`config.mk`:
```
export PLATFORM = sky130hd
export DESIGN_NAME = id_stage_pipe_flat
export DESIGN_NICKNAME = d
export VERILOG_FILES = /design/src/rtl/id_stage_pipe_pkg.sv /design/src/rtl/id_stage_pipe_if.sv /design/src/rtl/id_stage_pipe_regfile.sv /design/src/rtl/id_stage_pipe.sv /design/src/flat_wrapper.sv
export SDC_FILE = /design/constraint.sdc
export NUM_CORES = 2
export LEC_CHECK = 0
export BUFFER_PORTS_ARGS = -buffer_cell sky130_fd_sc_hd__buf_4
export CAP_MARGIN = 20
export CORE_MARGIN = 2
export CORE_UTILIZATION = 55
export CTS_BUF_LIST = sky130_fd_sc_hd__clkbuf_4 sky130_fd_sc_hd__clkbuf_8
export CTS_CLUSTER_DIAMETER = 30
export DETAILED_ROUTE_END_ITERATION = 12
export HOLD_SLACK_MARGIN = 0.1
export PLACE_DENSITY = 0.78
export SLEW_MARGIN = 20
export SYNTH_ARGS = -nofsm -noshare
export SYNTH_HDL_FRONTEND = slang
export SYNTH_SLANG_ARGS = --single-unit
```
`constraint.sdc`:
```
create_clock -name i_clk -period 2 [get_ports i_clk]
set_clock_uncertainty 0.2 [all_clocks]
set_input_delay 0.5 -clock i_clk [delete_from_list [all_inputs] [get_ports i_clk]]
set_output_delay 0.5 -clock i_clk [all_outputs]
set_load 0.01 [all_outputs]
```
`src/rtl/id_stage_pipe_pkg.sv`:
```
// rv_id_pkg: shared constants for the pipelined RV32 decode stage.
//   - base opcodes (OP_*)
//   - 5-bit ALU operation codes (ALU_*)
//   - immediate format enum (imm_fmt_e)
package rv_id_pkg;

    localparam logic [6:0] OP_R       = 7'b0110011;
    localparam logic [6:0] OP_I       = 7'b0010011;
    localparam logic [6:0] OP_I_LOAD  = 7'b0000011;
    localparam logic [6:0] OP_I_JALR  = 7'b1100111;
    localparam logic [6:0] OP_S       = 7'b0100011;
    localparam logic [6:0] OP_B       = 7'b1100011;
    localparam logic [6:0] OP_U_LUI   = 7'b0110111;
    localparam logic [6:0] OP_U_AUIPC = 7'b0010111;
    localparam logic [6:0] OP_J_JAL   = 7'b1101111;

    localparam logic [4:0] ALU_ADD  = 5'b00000;
    localparam logic [4:0] ALU_SUB  = 5'b10000;
    localparam logic [4:0] ALU_SLL  = 5'b00100;
    localparam logic [4:0] ALU_SLT  = 5'b10111;
    localparam logic [4:0] ALU_SLTU = 5'b11000;
    localparam logic [4:0] ALU_XOR  = 5'b00011;
    localparam logic [4:0] ALU_SRL  = 5'b00101;
    localparam logic [4:0] ALU_SRA  = 5'b00110;
    localparam logic [4:0] ALU_OR   = 5'b00010;
    localparam logic [4:0] ALU_AND  = 5'b00001;

    typedef enum logic [2:0] {
        ImmNone,
        ImmI,
        ImmS,
        ImmB,
        ImmU,
        ImmJ
    } imm_fmt_e;

endpackage

```
`src/rtl/id_stage_pipe_if.sv`:
```
// id_stage_pipe_if: IF->ID->EX bus of the decode stage, plus the WB write port.
// Signal names are from the decode stage's point of view (i_* into it, o_* out of it).
//   slave  : decode stage side
//   master : environment side (IF/EX/WB or testbench)
interface id_stage_pipe_if #(
    parameter int unsigned XLEN = 32
);
    logic            i_valid;
    logic            o_ready;
    logic [31:0]     i_inst;
    logic [XLEN-1:0] i_pc;
    logic            i_flush;
    logic            i_wb_we;
    logic [4:0]      i_wb_rd;
    logic [XLEN-1:0] i_wb_data;
    logic            o_valid;
    logic            i_ready;
    logic [XLEN-1:0] o_pc;
    logic [4:0]      o_rd;
    logic [XLEN-1:0] o_rs1_data;
    logic [XLEN-1:0] o_rs2_data;
    logic [XLEN-1:0] o_imm;
    logic [4:0]      o_alu_ctrl;
    logic            o_alu_src;
    logic            o_regwrite;
    logic            o_memwrite;
    logic            o_memtoreg;
    logic            o_branch;
    logic            o_jal;
    logic            o_jalr;
    logic            o_illegal;

    modport slave (
        input  i_valid, i_inst, i_pc, i_flush, i_wb_we, i_wb_rd, i_wb_data, i_ready,
        output o_ready, o_valid, o_pc, o_rd, o_rs1_data, o_rs2_data, o_imm, o_alu_ctrl,
               o_alu_src, o_regwrite, o_memwrite, o_memtoreg, o_branch, o_jal, o_jalr,
               o_illegal
    );

    modport master (
        output i_valid, i_inst, i_pc, i_flush, i_wb_we, i_wb_rd, i_wb_data, i_ready,
        input  o_ready, o_valid, o_pc, o_rd, o_rs1_data, o_rs2_data, o_imm, o_alu_ctrl,
               o_alu_src, o_regwrite, o_memwrite, o_memtoreg, o_branch, o_jal, o_jalr,
               o_illegal
    );
endinterface

```
`src/rtl/id_stage_pipe_regfile.sv`:
```
// id_regfile: NREG x XLEN register file, 2 async read ports, 1 write port.
// Ports: i_clk, i_rst_n (async, active-low), i_we/i_wr_addr/i_wr_data (write),
//        i_rd_addr1/2 -> o_rd_data1/2 (combinational reads, x0 and out-of-range read 0).
// Macro ID_BYPASS_EN: a same-cycle write is forwarded to a matching read (write-first).
module id_regfile #(
    parameter int unsigned XLEN = 32,
    parameter int unsigned NREG = 32,
    parameter int unsigned RAW  = $clog2(NREG)
) (
    input  logic            i_clk,
    input  logic            i_rst_n,
    input  logic            i_we,
    input  logic [4:0]      i_wr_addr,
    input  logic [XLEN-1:0] i_wr_data,
    input  logic [4:0]      i_rd_addr1,
    input  logic [4:0]      i_rd_addr2,
    output logic [XLEN-1:0] o_rd_data1,
    output logic [XLEN-1:0] o_rd_data2
);
    localparam logic [5:0] NREG_L = 6'(NREG);

    logic [XLEN-1:0] r_regs [NREG];
    logic            w_wr_en;
    logic            w_rd1_ok;
    logic            w_rd2_ok;

    assign w_wr_en  = i_we && (|i_wr_addr) && ({1'b0, i_wr_addr} < NREG_L);
    assign w_rd1_ok = (|i_rd_addr1) && ({1'b0, i_rd_addr1} < NREG_L);
    assign w_rd2_ok = (|i_rd_addr2) && ({1'b0, i_rd_addr2} < NREG_L);

    always_ff @(posedge i_clk or negedge i_rst_n) begin
        if (!i_rst_n) begin
            for (int unsigned i = 0; i < NREG; i++) r_regs[i] <= '0;
        end else if (w_wr_en) begin
            r_regs[i_wr_addr[RAW-1:0]] <= i_wr_data;
        end
    end

    always_comb begin
        o_rd_data1 = '0;
        o_rd_data2 = '0;
        if (w_rd1_ok) o_rd_data1 = r_regs[i_rd_addr1[RAW-1:0]];
        if (w_rd2_ok) o_rd_data2 = r_regs[i_rd_addr2[RAW-1:0]];
`ifdef ID_BYPASS_EN
        if (w_wr_en && (i_wr_addr == i_rd_addr1)) o_rd_data1 = i_wr_data;
        if (w_wr_en && (i_wr_addr == i_rd_addr2)) o_rd_data2 = i_wr_data;
`endif
    end
endmodule

```
`src/rtl/id_stage_pipe.sv`:
```
// id_stage_pipe: pipelined RV32I/RV32E decode stage with registered ID/EX outputs.
// Ports: i_clk, i_rst_n (async, active-low), bus (id_stage_pipe_if.slave) carrying the
//        IF valid/ready/inst/pc/flush inputs, WB write port and all ID/EX outputs.
// Parameters: XLEN datapath width, NREG 32 (RV32I) or 16 (RV32E), RAW index width.
// Macro ID_BYPASS_EN: forward a same-edge WB write into the captured operands.
module id_stage_pipe
    import rv_id_pkg::*;
#(
    parameter int unsigned XLEN = 32,
    parameter int unsigned NREG = 32,
    parameter int unsigned RAW  = $clog2(NREG)
) (
    input logic           i_clk,
    input logic           i_rst_n,
    id_stage_pipe_if.slave bus
);
    logic [6:0]      w_opcode, w_funct7;
    logic [4:0]      w_rd, w_rs1, w_rs2;
    logic [2:0]      w_funct3;
    imm_fmt_e        w_fmt;
    logic [4:0]      w_alu_fn, w_alu_ctrl;
    logic            w_alu_src, w_regwrite, w_memwrite, w_memtoreg, w_branch, w_jal, w_jalr;
    logic            w_illegal, w_use_rd, w_use_rs1, w_use_rs2;
    logic [31:0]     w_imm32;
    logic [XLEN-1:0] w_imm, w_rs1_data, w_rs2_data;
    logic            w_ready, w_capture;

    logic            r_valid;
    logic [XLEN-1:0] r_pc, r_rs1_data, r_rs2_data, r_imm;
    logic [4:0]      r_rd, r_alu_ctrl;
    logic            r_alu_src, r_regwrite, r_memwrite, r_memtoreg, r_branch, r_jal, r_jalr;
    logic            r_illegal;

    assign w_opcode = bus.i_inst[6:0];
    assign w_rd     = bus.i_inst[11:7];
    assign w_funct3 = bus.i_inst[14:12];
    assign w_rs1    = bus.i_inst[19:15];
    assign w_rs2    = bus.i_inst[24:20];
    assign w_funct7 = bus.i_inst[31:25];

    id_regfile #(
        .XLEN(XLEN),
        .NREG(NREG),
        .RAW (RAW)
    ) u_regfile (
        .i_clk     (i_clk),
        .i_rst_n   (i_rst_n),
        .i_we      (bus.i_wb_we),
        .i_wr_addr (bus.i_wb_rd),
        .i_wr_data (bus.i_wb_data),
        .i_rd_addr1(w_rs1),
        .i_rd_addr2(w_rs2),
        .o_rd_data1(w_rs1_data),
        .o_rd_data2(w_rs2_data)
    );

    // funct3 -> ALU op; funct7[5] selects SUB/SRA (caller masks it for ADDI).
    always_comb begin
        w_alu_fn = ALU_ADD;
        unique case (w_funct3)
            3'b000: w_alu_fn = w_funct7[5] ? ALU_SUB : ALU_ADD;
            3'b001: w_alu_fn = ALU_SLL;
            3'b010: w_alu_fn = ALU_SLT;
            3'b011: w_alu_fn = ALU_SLTU;
            3'b100: w_alu_fn = ALU_XOR;
            3'b101: w_alu_fn = w_funct7[5] ? ALU_SRA : ALU_SRL;
            3'b110: w_alu_fn = ALU_OR;
            3'b111: w_alu_fn = ALU_AND;
        endcase
    end

    always_comb begin
        w_fmt      = ImmNone;
        w_alu_ctrl = ALU_ADD;
        w_alu_src  = 1'b0;
        w_regwrite = 1'b0;
        w_memwrite = 1'b0;
        w_memtoreg = 1'b0;
        w_branch   = 1'b0;
        w_jal      = 1'b0;
        w_jalr     = 1'b0;
        w_illegal  = 1'b0;
        w_use_rd   = 1'b0;
        w_use_rs1  = 1'b0;
        w_use_rs2  = 1'b0;
        case (w_opcode)
            OP_R: begin
                w_alu_ctrl = w_alu_fn;
                w_regwrite = 1'b1;
                {w_use_rd, w_use_rs1, w_use_rs2} = 3'b111;
                if (w_funct7 == 7'b0100000) begin
                    w_illegal = (w_funct3 != 3'b000) && (w_funct3 != 3'b101);
                end else begin
                    w_illegal = (w_funct7 != 7'b0000000);
                end
            end
            OP_I: begin
                w_fmt      = ImmI;
                w_alu_ctrl = (w_funct3 == 3'b000) ? ALU_ADD : w_alu_fn;
                w_alu_src  = 1'b1;
                w_regwrite = 1'b1;
                {w_use_rd, w_use_rs1} = 2'b11;
                // Shift-immediates reuse imm[11:5] as funct7.
                if (w_funct3 == 3'b001) w_illegal = (w_funct7 != 7'b0000000);
                if (w_funct3 == 3'b101) begin
                    w_illegal = (w_funct7 != 7'b0000000) && (w_funct7 != 7'b0100000);
                end
            end
            OP_I_LOAD: begin
                w_fmt      = ImmI;
                w_alu_src  = 1'b1;
                w_regwrite = 1'b1;
                w_memtoreg = 1'b1;
                {w_use_rd, w_use_rs1} = 2'b11;
            end
            OP_I_JALR: begin
                w_fmt      = ImmI;
                w_alu_src  = 1'b1;
                w_regwrite = 1'b1;
                w_jalr     = 1'b1;
                {w_use_rd, w_use_rs1} = 2'b11;
            end
            OP_S: begin
                w_fmt      = ImmS;
                w_alu_src  = 1'b1;
                w_memwrite = 1'b1;
                {w_use_rs1, w_use_rs2} = 2'b11;
            end
            OP_B: begin
                w_fmt      = ImmB;
                w_alu_ctrl = ALU_SUB;
                w_branch   = 1'b1;
                {w_use_rs1, w_use_rs2} = 2'b11;
            end
            OP_U_LUI, OP_U_AUIPC: begin
                w_fmt      = ImmU;
                w_alu_src  = 1'b1;
                w_regwrite = 1'b1;
                w_use_rd   = 1'b1;
            end
            OP_J_JAL: begin
                w_fmt      = ImmJ;
                w_alu_src  = 1'b1;
                w_regwrite = 1'b1;
                w_jal      = 1'b1;
                w_use_rd   = 1'b1;
            end
            default: w_illegal = 1'b1;
        endcase
        // RV32E only has x0..x15.
        if (NREG == 16) begin
            if ((w_use_rd && w_rd[4]) || (w_use_rs1 && w_rs1[4]) || (w_use_rs2 && w_rs2[4])) begin
                w_illegal = 1'b1;
            end
        end
        // Illegal entries still flow to EX (to trap) but must not cause side effects.
        if (w_illegal) begin
            w_regwrite = 1'b0;
            w_memwrite = 1'b0;
            w_branch   = 1'b0;
            w_jal      = 1'b0;
            w_jalr     = 1'b0;
        end
    end

    always_comb begin
        w_imm32 = '0;
        case (w_fmt)
            ImmI: w_imm32 = {{20{bus.i_inst[31]}}, bus.i_inst[31:20]};
            ImmS: w_imm32 = {{20{bus.i_inst[31]}}, bus.i_inst[31:25], bus.i_inst[11:7]};
            ImmB: w_imm32 = {{19{bus.i_inst[31]}}, bus.i_inst[31], bus.i_inst[7],
                             bus.i_inst[30:25], bus.i_inst[11:8], 1'b0};
            ImmU: w_imm32 = {bus.i_inst[31:12], 12'b0};
            ImmJ: w_imm32 = {{11{bus.i_inst[31]}}, bus.i_inst[31], bus.i_inst[19:12],
                             bus.i_inst[20], bus.i_inst[30:21], 1'b0};
            default: w_imm32 = '0;
        endcase
    end

    assign w_imm     = XLEN'($signed(w_imm32));
    assign w_ready   = !r_valid || bus.i_ready;
    assign w_capture = bus.i_valid && w_ready && !bus.i_flush;

    always_ff @(posedge i_clk or negedge i_rst_n) begin
        if (!i_rst_n) begin
            r_valid    <= 1'b0;
            r_pc       <= '0;
            r_rd       <= '0;
            r_rs1_data <= '0;
            r_rs2_data <= '0;
            r_imm      <= '0;
            r_alu_ctrl <= '0;
            r_alu_src  <= 1'b0;
            r_regwrite <= 1'b0;
            r_memwrite <= 1'b0;
            r_memtoreg <= 1'b0;
            r_branch   <= 1'b0;
            r_jal      <= 1'b0;
            r_jalr     <= 1'b0;
            r_illegal  <= 1'b0;
        end else begin
            if (bus.i_flush) begin
                r_valid <= 1'b0;
            end else if (w_capture) begin
                r_valid <= 1'b1;
            end else if (bus.i_ready) begin
                r_valid <= 1'b0;
            end
            if (w_capture) begin
                r_pc       <= bus.i_pc;
                r_rd       <= w_rd;
                r_rs1_data <= w_rs1_data;
                r_rs2_data <= w_rs2_data;
                r_imm      <= w_imm;
                r_alu_ctrl <= w_alu_ctrl;
                r_alu_src  <= w_alu_src;
                r_regwrite <= w_regwrite;
                r_memwrite <= w_memwrite;
                r_memtoreg <= w_memtoreg;
                r_branch   <= w_branch;
                r_jal      <= w_jal;
                r_jalr     <= w_jalr;
                r_illegal  <= w_illegal;
            end
        end
    end

    assign bus.o_ready    = w_ready;
    assign bus.o_valid    = r_valid;
    assign bus.o_pc       = r_pc;
    assign bus.o_rd       = r_rd;
    assign bus.o_rs1_data = r_rs1_data;
    assign bus.o_rs2_data = r_rs2_data;
    assign bus.o_imm      = r_imm;
    assign bus.o_alu_ctrl = r_alu_ctrl;
    assign bus.o_alu_src  = r_alu_src;
    assign bus.o_regwrite = r_regwrite;
    assign bus.o_memwrite = r_memwrite;
    assign bus.o_memtoreg = r_memtoreg;
    assign bus.o_branch   = r_branch;
    assign bus.o_jal      = r_jal;
    assign bus.o_jalr     = r_jalr;
    assign bus.o_illegal  = r_illegal;
endmodule

```
`src/flat_wrapper.sv`:
```
// flat-port wrapper written by rule: the top's interface ports become plain ports
module id_stage_pipe_flat import rv_id_pkg::*;
#(
    parameter int unsigned XLEN = 32,
    parameter int unsigned NREG = 32,
    parameter int unsigned RAW  = $clog2(NREG)
)
  (i_clk, i_rst_n, bus_i_valid, bus_i_inst, bus_i_pc, bus_i_flush, bus_i_wb_we, bus_i_wb_rd, bus_i_wb_data, bus_i_ready, bus_o_ready, bus_o_valid, bus_o_pc, bus_o_rd, bus_o_rs1_data, bus_o_rs2_data, bus_o_imm, bus_o_alu_ctrl, bus_o_alu_src, bus_o_regwrite, bus_o_memwrite, bus_o_memtoreg, bus_o_branch, bus_o_jal, bus_o_jalr, bus_o_illegal);
  id_stage_pipe_if #(.XLEN(XLEN)) bus_i ();
  input logic i_clk;
  input logic i_rst_n;
  input wire logic [$bits(bus_i.i_valid)-1:0] bus_i_valid;
  input wire logic [$bits(bus_i.i_inst)-1:0] bus_i_inst;
  input wire logic [$bits(bus_i.i_pc)-1:0] bus_i_pc;
  input wire logic [$bits(bus_i.i_flush)-1:0] bus_i_flush;
  input wire logic [$bits(bus_i.i_wb_we)-1:0] bus_i_wb_we;
  input wire logic [$bits(bus_i.i_wb_rd)-1:0] bus_i_wb_rd;
  input wire logic [$bits(bus_i.i_wb_data)-1:0] bus_i_wb_data;
  input wire logic [$bits(bus_i.i_ready)-1:0] bus_i_ready;
  output wire logic [$bits(bus_i.o_ready)-1:0] bus_o_ready;
  output wire logic [$bits(bus_i.o_valid)-1:0] bus_o_valid;
  output wire logic [$bits(bus_i.o_pc)-1:0] bus_o_pc;
  output wire logic [$bits(bus_i.o_rd)-1:0] bus_o_rd;
  output wire logic [$bits(bus_i.o_rs1_data)-1:0] bus_o_rs1_data;
  output wire logic [$bits(bus_i.o_rs2_data)-1:0] bus_o_rs2_data;
  output wire logic [$bits(bus_i.o_imm)-1:0] bus_o_imm;
  output wire logic [$bits(bus_i.o_alu_ctrl)-1:0] bus_o_alu_ctrl;
  output wire logic [$bits(bus_i.o_alu_src)-1:0] bus_o_alu_src;
  output wire logic [$bits(bus_i.o_regwrite)-1:0] bus_o_regwrite;
  output wire logic [$bits(bus_i.o_memwrite)-1:0] bus_o_memwrite;
  output wire logic [$bits(bus_i.o_memtoreg)-1:0] bus_o_memtoreg;
  output wire logic [$bits(bus_i.o_branch)-1:0] bus_o_branch;
  output wire logic [$bits(bus_i.o_jal)-1:0] bus_o_jal;
  output wire logic [$bits(bus_i.o_jalr)-1:0] bus_o_jalr;
  output wire logic [$bits(bus_i.o_illegal)-1:0] bus_o_illegal;
  assign bus_i.i_valid = bus_i_valid;
  assign bus_i.i_inst = bus_i_inst;
  assign bus_i.i_pc = bus_i_pc;
  assign bus_i.i_flush = bus_i_flush;
  assign bus_i.i_wb_we = bus_i_wb_we;
  assign bus_i.i_wb_rd = bus_i_wb_rd;
  assign bus_i.i_wb_data = bus_i_wb_data;
  assign bus_i.i_ready = bus_i_ready;
  assign bus_o_ready = bus_i.o_ready;
  assign bus_o_valid = bus_i.o_valid;
  assign bus_o_pc = bus_i.o_pc;
  assign bus_o_rd = bus_i.o_rd;
  assign bus_o_rs1_data = bus_i.o_rs1_data;
  assign bus_o_rs2_data = bus_i.o_rs2_data;
  assign bus_o_imm = bus_i.o_imm;
  assign bus_o_alu_ctrl = bus_i.o_alu_ctrl;
  assign bus_o_alu_src = bus_i.o_alu_src;
  assign bus_o_regwrite = bus_i.o_regwrite;
  assign bus_o_memwrite = bus_i.o_memwrite;
  assign bus_o_memtoreg = bus_i.o_memtoreg;
  assign bus_o_branch = bus_i.o_branch;
  assign bus_o_jal = bus_i.o_jal;
  assign bus_o_jalr = bus_i.o_jalr;
  assign bus_o_illegal = bus_i.o_illegal;
  id_stage_pipe #(.XLEN(XLEN), .NREG(NREG), .RAW(RAW)) u_core (.i_clk(i_clk), .i_rst_n(i_rst_n), .bus(bus_i));
endmodule
```
After elaboration in Yosys (flattened, before gate mapping)
Index checks and enable logic that the tools add are counted.

Add/sub/neg operators: 0. Multiply operators: 0. Divide/modulo/power cells: 0. $lt $le $gt $ge: 4. Eq/ne operators: 24. Shifts and indexed selects: 0. Muxes and demuxes: 37. Bitwise gates (word level): 3. Reductions and logical operators: 21.

Operators by type and width (number): $bwmux 1024 (1); $bmux 32 s5 (2); $mux 32 (7); $demux 32 s5 (1); $pmux 32 s5 (1); $pmux 5 s8 (1); $eq 7x6->1 const B (4); $eq 7x7->1 const B (3); $reduce_or 7->1 (3); $eq 3x3->1 const B (6); $ge 6x6->1 const B (3); $mux 1 (18); $not 5->6 (3); $pmux 3 s5 (1); $pmux 5 s3 (1); $reduce_or 5->1 (3); $eq 7x5->1 const B (2); $eq 3x2->1 const B (4); $mux 5 (2); $eq 7x2->1 const B (1); $ne 7x6->1 const B (1); $reduce_bool 7->1 (1); $eq 3x1->1 const B (2); $logic_and 1x1->1 (6); other kinds (10) (12).

Register bits: 1171. Bits in latches: 0. RAM bits: 0. Memory bits (read-only): 0. Input bits: 107. Output and inout port bits: 148. Word-level logic and storage cells: 136. Memories kept: 0.

Depth between registers and ports, before layout
Depth in word-level cells: 6. Mapped depth: 10. Mapped depth without buffers: 5.

By module
A second synthesis with hierarchy kept.

Cells, all modules: 4152. Area, all modules: 60028.8 µm².

By module, submodules not included: id_regfile (instances 1, cells an instance 3487, area each 53974.3 µm², sequential area each 25624.6 µm²); id_stage_pipe (instances 1, cells an instance 665, area each 6054.6 µm², sequential area each 3678.5 µm²).

Worst setup path after synthesis
OpenSTA, ideal clock, no wires.

Kind: input to register. Start: input bus_i_inst[15]. End: register u_core.r_rs1_data[18] (netlist: u_core.bus.o_rs1_data[18]). Library setup time: 0.138 ns. Data arrival time: 2.013 ns. Data required time: 1.662 ns. Slack: -0.351 ns. Stages on the path: 6. Path buffers: 2. Path through: buf_6 buf_2 mux4_2 a22o_1 a2111oi_0 a31oi_1.

Cells in the longest elaborated chain, start to end: 5. Elaborated cells between the ends (all ways): 6. Classes of those cells: mux: 4; bitwise: 1; reduce/logical: 1.

Ends and longest elaborated chain: from (decl) (RTL line flat_wrapper.sv:13) `input wire logic [$bits(bus_i.i_inst)-1:0] bus_i_inst;`; $not 5->6 (not written as such) (RTL line id_stage_pipe_regfile.sv:42) `if (w_rd1_ok) o_rd_data1 = r_regs[i_rd_addr1[RAW-1:0]];`; $bmux 32 s5 (RTL line id_stage_pipe_regfile.sv:42); $mux 32 (not written as such) (2 in series) (RTL line id_stage_pipe_regfile.sv:42); $mux 32 * (RTL line id_stage_pipe_regfile.sv:42); to (signal assigned) (RTL line id_stage_pipe.sv:212) `r_rs1_data <= w_rs1_data;`; to (decl) (RTL line id_stage_pipe.sv:29) `logic [XLEN-1:0] r_pc, r_rs1_data, r_rs2_data, r_imm;`.

Mark *: on every way between the ends. The rest lies on a longest branch, timed or not. The select of a mux whose other input is x is not followed. A chain may end at the register's enable or synchronous reset.

Worst setup path after layout
Start: input bus_i_inst[1]. End: register u_core.r_illegal (netlist: u_core.bus.o_illegal).

Cells in the longest elaborated chain, start to end: 3. Elaborated cells between the ends (all ways): 11. Classes of those cells: eq/ne: 9; mux: 1; reduce/logical: 1.

Ends and longest elaborated chain: $eq 7x6->1, or another cell as far along; $reduce_or 7->1 (no source line); $pmux 1 s3 * (RTL line id_stage_pipe.sv:86) `case (w_opcode)`; to (signal assigned) (RTL line id_stage_pipe.sv:223) `r_illegal <= w_illegal;`; to (decl) (RTL line id_stage_pipe.sv:32) `logic r_illegal;`.

Mark *: on every way between the ends. The rest lies on a longest branch, timed or not.

==> impl_metrics.py <==
metrics = {
    "cts": {
        "clockBufferDepth": 3,
        "clk_latency_ps": 940,
        "root_buffer": "clkbuf_8",
        "cts_buffers": 224,
        "htree_num_levels": 4,
        "cts.sinks": 1171,
        "cts.reportedPaths.clkPinSlew_ps": 80,
        "cts_tree": "yes",
    },
    "routing": {
        "wl_met3_um": 37000,
        "postRouteAntennaNets": 0,
        "vias_per_cell": 7.31,
        "met2_length_um": 108000,
        "route.detailed.drc": 0,
        "drt-met1-wl_um": 82500,
        "top_layer": "met5",
        "first_iter_violations": 7583,
        "wirelength_um": 254000,
        "dr.pass1.iters": 10,
        "post_drt_wl_per_cell_um": 36.0,
        "via_count": 51600,
    },
    "grt": {
        "grt_pass1_wl_um": 347000,
        "gr-total-overflow": 0,
        "grt_max_degree": 71,
        "antenna_found_initial": 20,
        "grt_use_total": 0.417,
        "grt_pass1_vias": 52400,
    },
    "sta": {
        "hold_viol_final": 0,
        "grt_setup_unrepaired": "yes",
        "worst_pin_slew_ps": 1160,
        "period_needed_ps": 2710,
        "fmax_mhz": 369,
        "relSlewSlack": 0.228,
        "slew_violations": 0,
        "finalSetupTns_ps": -126090,
        "setup_viol": 1038,
        "layout_setup_ws_ps": -709,
        "fin_crit_sh": 1.35,
    },
    "setup_path": {
        "critPathSlowestCell": "a211oi_2",
        "crit_required_ps": 2660,
        "crit_fanout": 5,
        "cp_common_cell": "buf_4",
        "arrival_ps": 3370,
        "endpoint_kind": "flop",
        "critPathLaunchType": "input port",
        "critPathMaxStageDelay_ps": 980,
        "reg2regPathDepth": 8,
        "crit_path_cell_trace": "dlygate4sd3_1 -> buf_4 -> nand3b_1 -> buf_4 -> buf_4 -> nor3_2 -> nand2_2 -> a211oi_2 -> o22a_1",
        "crit_type": "input port to flop",
    },
    "power": {
        "ir_drop_mv": 0.637,
        "fin_total_pwr_mw": 80.4,
        "p_per_area_mw_per_mm2": 996,
        "power_leakage_nw": 36.0,
    },
    "die": {
        "fp.dieW_um": 337,
        "die-area_mm2": 0.114,
        "rows": 122,
        "fp.coreArea_mm2": 0.110,
        "io-pin-count": 255,
        "fp.dieH_um": 337,
        "start_util": 0.554,
    },
    "synthesis": {
        "synth-edff-count": 0,
        "synth_area_per_cell_um2": 13.4,
        "netlist_area_mm2": 0.0611,
        "synth-main-ff-cell": "dfrtp_1",
        "async_reset_ff_frac": 1.00,
        "netlist_instances": 4545,
        "ys_seq_elements": 1171,
        "ys_seq_area_frac": 0.480,
        "synth.distinct_cells": 62,
        "syn-num-nets": 4652,
        "yosys_warnings": 0,
    },
    "placement": {
        "gp_congestion": 0.944,
        "dp_hpwl_um": 139000,
        "port_buffers": 254,
    },
    "hold_path": {
        "hold_path.class": "input port to flop",
        "whs_path_depth": 5,
    },
    "flow_run": {
        "maxCapViolations": 0,
    },
    "outcome": {
        "failed_checks": "negative setup slack",
        "status": "complete, but fails checks",
    },
    "layout": {
        "layout_commonest_cell": "dfrtp_1",
        "drive_gt1_frac": 0.547,
        "syn2layout_area_growth_pct": 32.2,
        "mostFrequentLayoutCells": "dfrtp_1, mux2_2, buf_4, mux2i_1, mux4_2",
        "nets": 5470,
    },
}
-- per-layer routing --
layer / global-route usage / up-vias
met1: 0.495 / 25800
met4: 0.343 / 40
met5: 0 / -
met3: 0.149 / 1864
li1: - / 19000
met2: 0.611 / 4881
-- flip-flops by register name (all words and copies together) (netlist names), 5 cells and up --
signal	count
u_core.bus.o_alu_ctrl	5
u_core.bus.o_imm	32
u_core.bus.o_rd	5
u_core.bus.o_rs1_data	32
u_core.bus.o_pc	32
u_core.u_regfile.r_regs	1024
u_core.bus.o_rs2_data	32
-- cell usage after synthesis (7+ instances only) --
master / count / area (um2)
o21ai_0: 13 / 65.1
dfrtp_1: 1171 / 29300
clkbuf_1: 296 / 1110
nor2_1: 50 / 188
mux2i_1: 354 / 3540
a21oi_1: 112 / 561
a21o_1: 9 / 67.6
nand3_1: 70 / 350
mux2_1: 57 / 642
a211oi_1: 53 / 398
o21ai_1: 17 / 85.1
nand4_1: 9 / 56.3
buf_2: 67 / 335
nand2_1: 319 / 1200
o2111a_1: 17 / 191
a22oi_1: 161 / 1210
inv_1: 7 / 26.3
buf_1: 59 / 221
o221a_2: 23 / 259
a2111oi_2: 12 / 180
buf_6: 23 / 259
a41oi_1: 9 / 78.8
mux4_2: 321 / 7230
o2111ai_1: 25 / 219
a31oi_1: 56 / 350
a2111oi_0: 29 / 254
nor2b_1: 54 / 338
mux2_2: 959 / 10800
a22o_1: 74 / 648
buf_4: 47 / 353
-- stage by stage --
| stage | std cells | hold slack, ps | setup WS (ps) | util | cell area [um2] |
|---|---|---|---|---|---|
| final | 7053 | 81.9 | -709 | 0.732 | 80700 |
| after global routing | 7048 | 63.0 | -763 | 0.732 | 80700 |
| after CTS | 6991 | 105 | -437 | 0.722 | 79700 |
| after detailed placement | 6292 | 137 | -681 | 0.625 | 69000 |
| after global placement | 6292 | 136 | -719 | 0.625 | 69000 |
| after floorplan | 4545 | 4.41 | -265 | - | 61600 |
-- timing repair --
item	CTS	global route
hold buffers	121	1
setup endpoints to repair	252	1243
buffers inserted	143	75
resized for setup	492	169
endpoints found under the hold margin	2273	121
pin swaps	67	77
gates cloned	23	0
-- worst paths after layout --
check / start / to / slack, ps
hold / removal: bus_i_inst[3] / u_core.bus.o_memtoreg$_DFFE_PN0P_ / 80
min in group asynchronous: i_rst_n / u_core.u_regfile.r_regs[488]$_DFFE_PN0P_ / 630
setup / recovery: bus_i_inst[1] / u_core.bus.o_illegal$_DFFE_PN0P_ / -710
setup reg to reg: u_core.bus.o_valid$_DFFE_PN0P_ / u_core.bus.o_pc[12]$_DFFE_PN0P_ / -270
max in group asynchronous: i_rst_n / u_core.u_regfile.r_regs[107]$_DFFE_PN0P_ / -240
hold reg to reg: u_core.u_regfile.r_regs[1003]$_DFFE_PN0P_ / u_core.u_regfile.r_regs[1003]$_DFFE_PN0P_ / 200
-- where the power goes --
part | total, mW | switching (mW) | leakage [nW] | internal [mW]
combinational | 18.7 | 8.48 | 18.2 | 10.2
clock | 29.3 | 12.1 | 2.79 | 17.2
sequential | 32.4 | 4.31 | 15.0 | 28.1
-- worst max-delay path, delay by kind of cell --
family | cells | cell delay (ps)
simple gates | 3 | 590
buf+inv | 4 | 990
compound gates | 2 | 1270
-- area by class of cell --
class | count | area [um2]
fill | 6024 | 29600
multi-input combinational | 2873 | 31800
timing repair buffer | 1085 | 12100
clock inverter | 126 | 1710
inverter | 8 | 31.3
tap | 1488 | 1860
sequential | 1171 | 29400
clock buffer | 294 | 3860
antenna | 8 | 20.0
-- logic make-up (layout without fill, tap and decap cells) --
kind of cell / after synthesis / in the layout / share of synthesized area
multiplexers: 1691 / 1691 / 0.364
XOR/XNOR: 1 / 1 / 0.000143
flip-flops: 1171 / 1171 / 0.480
other: 0 / 8 / 0
AO/OA/AOI/OAI: 636 / 636 / 0.0788
buffers and inverters: 501 / 1513 / 0.0381
AND/OR/NAND/NOR: 545 / 545 / 0.0397
Note: power is estimated with default switching activity, not from simulation.
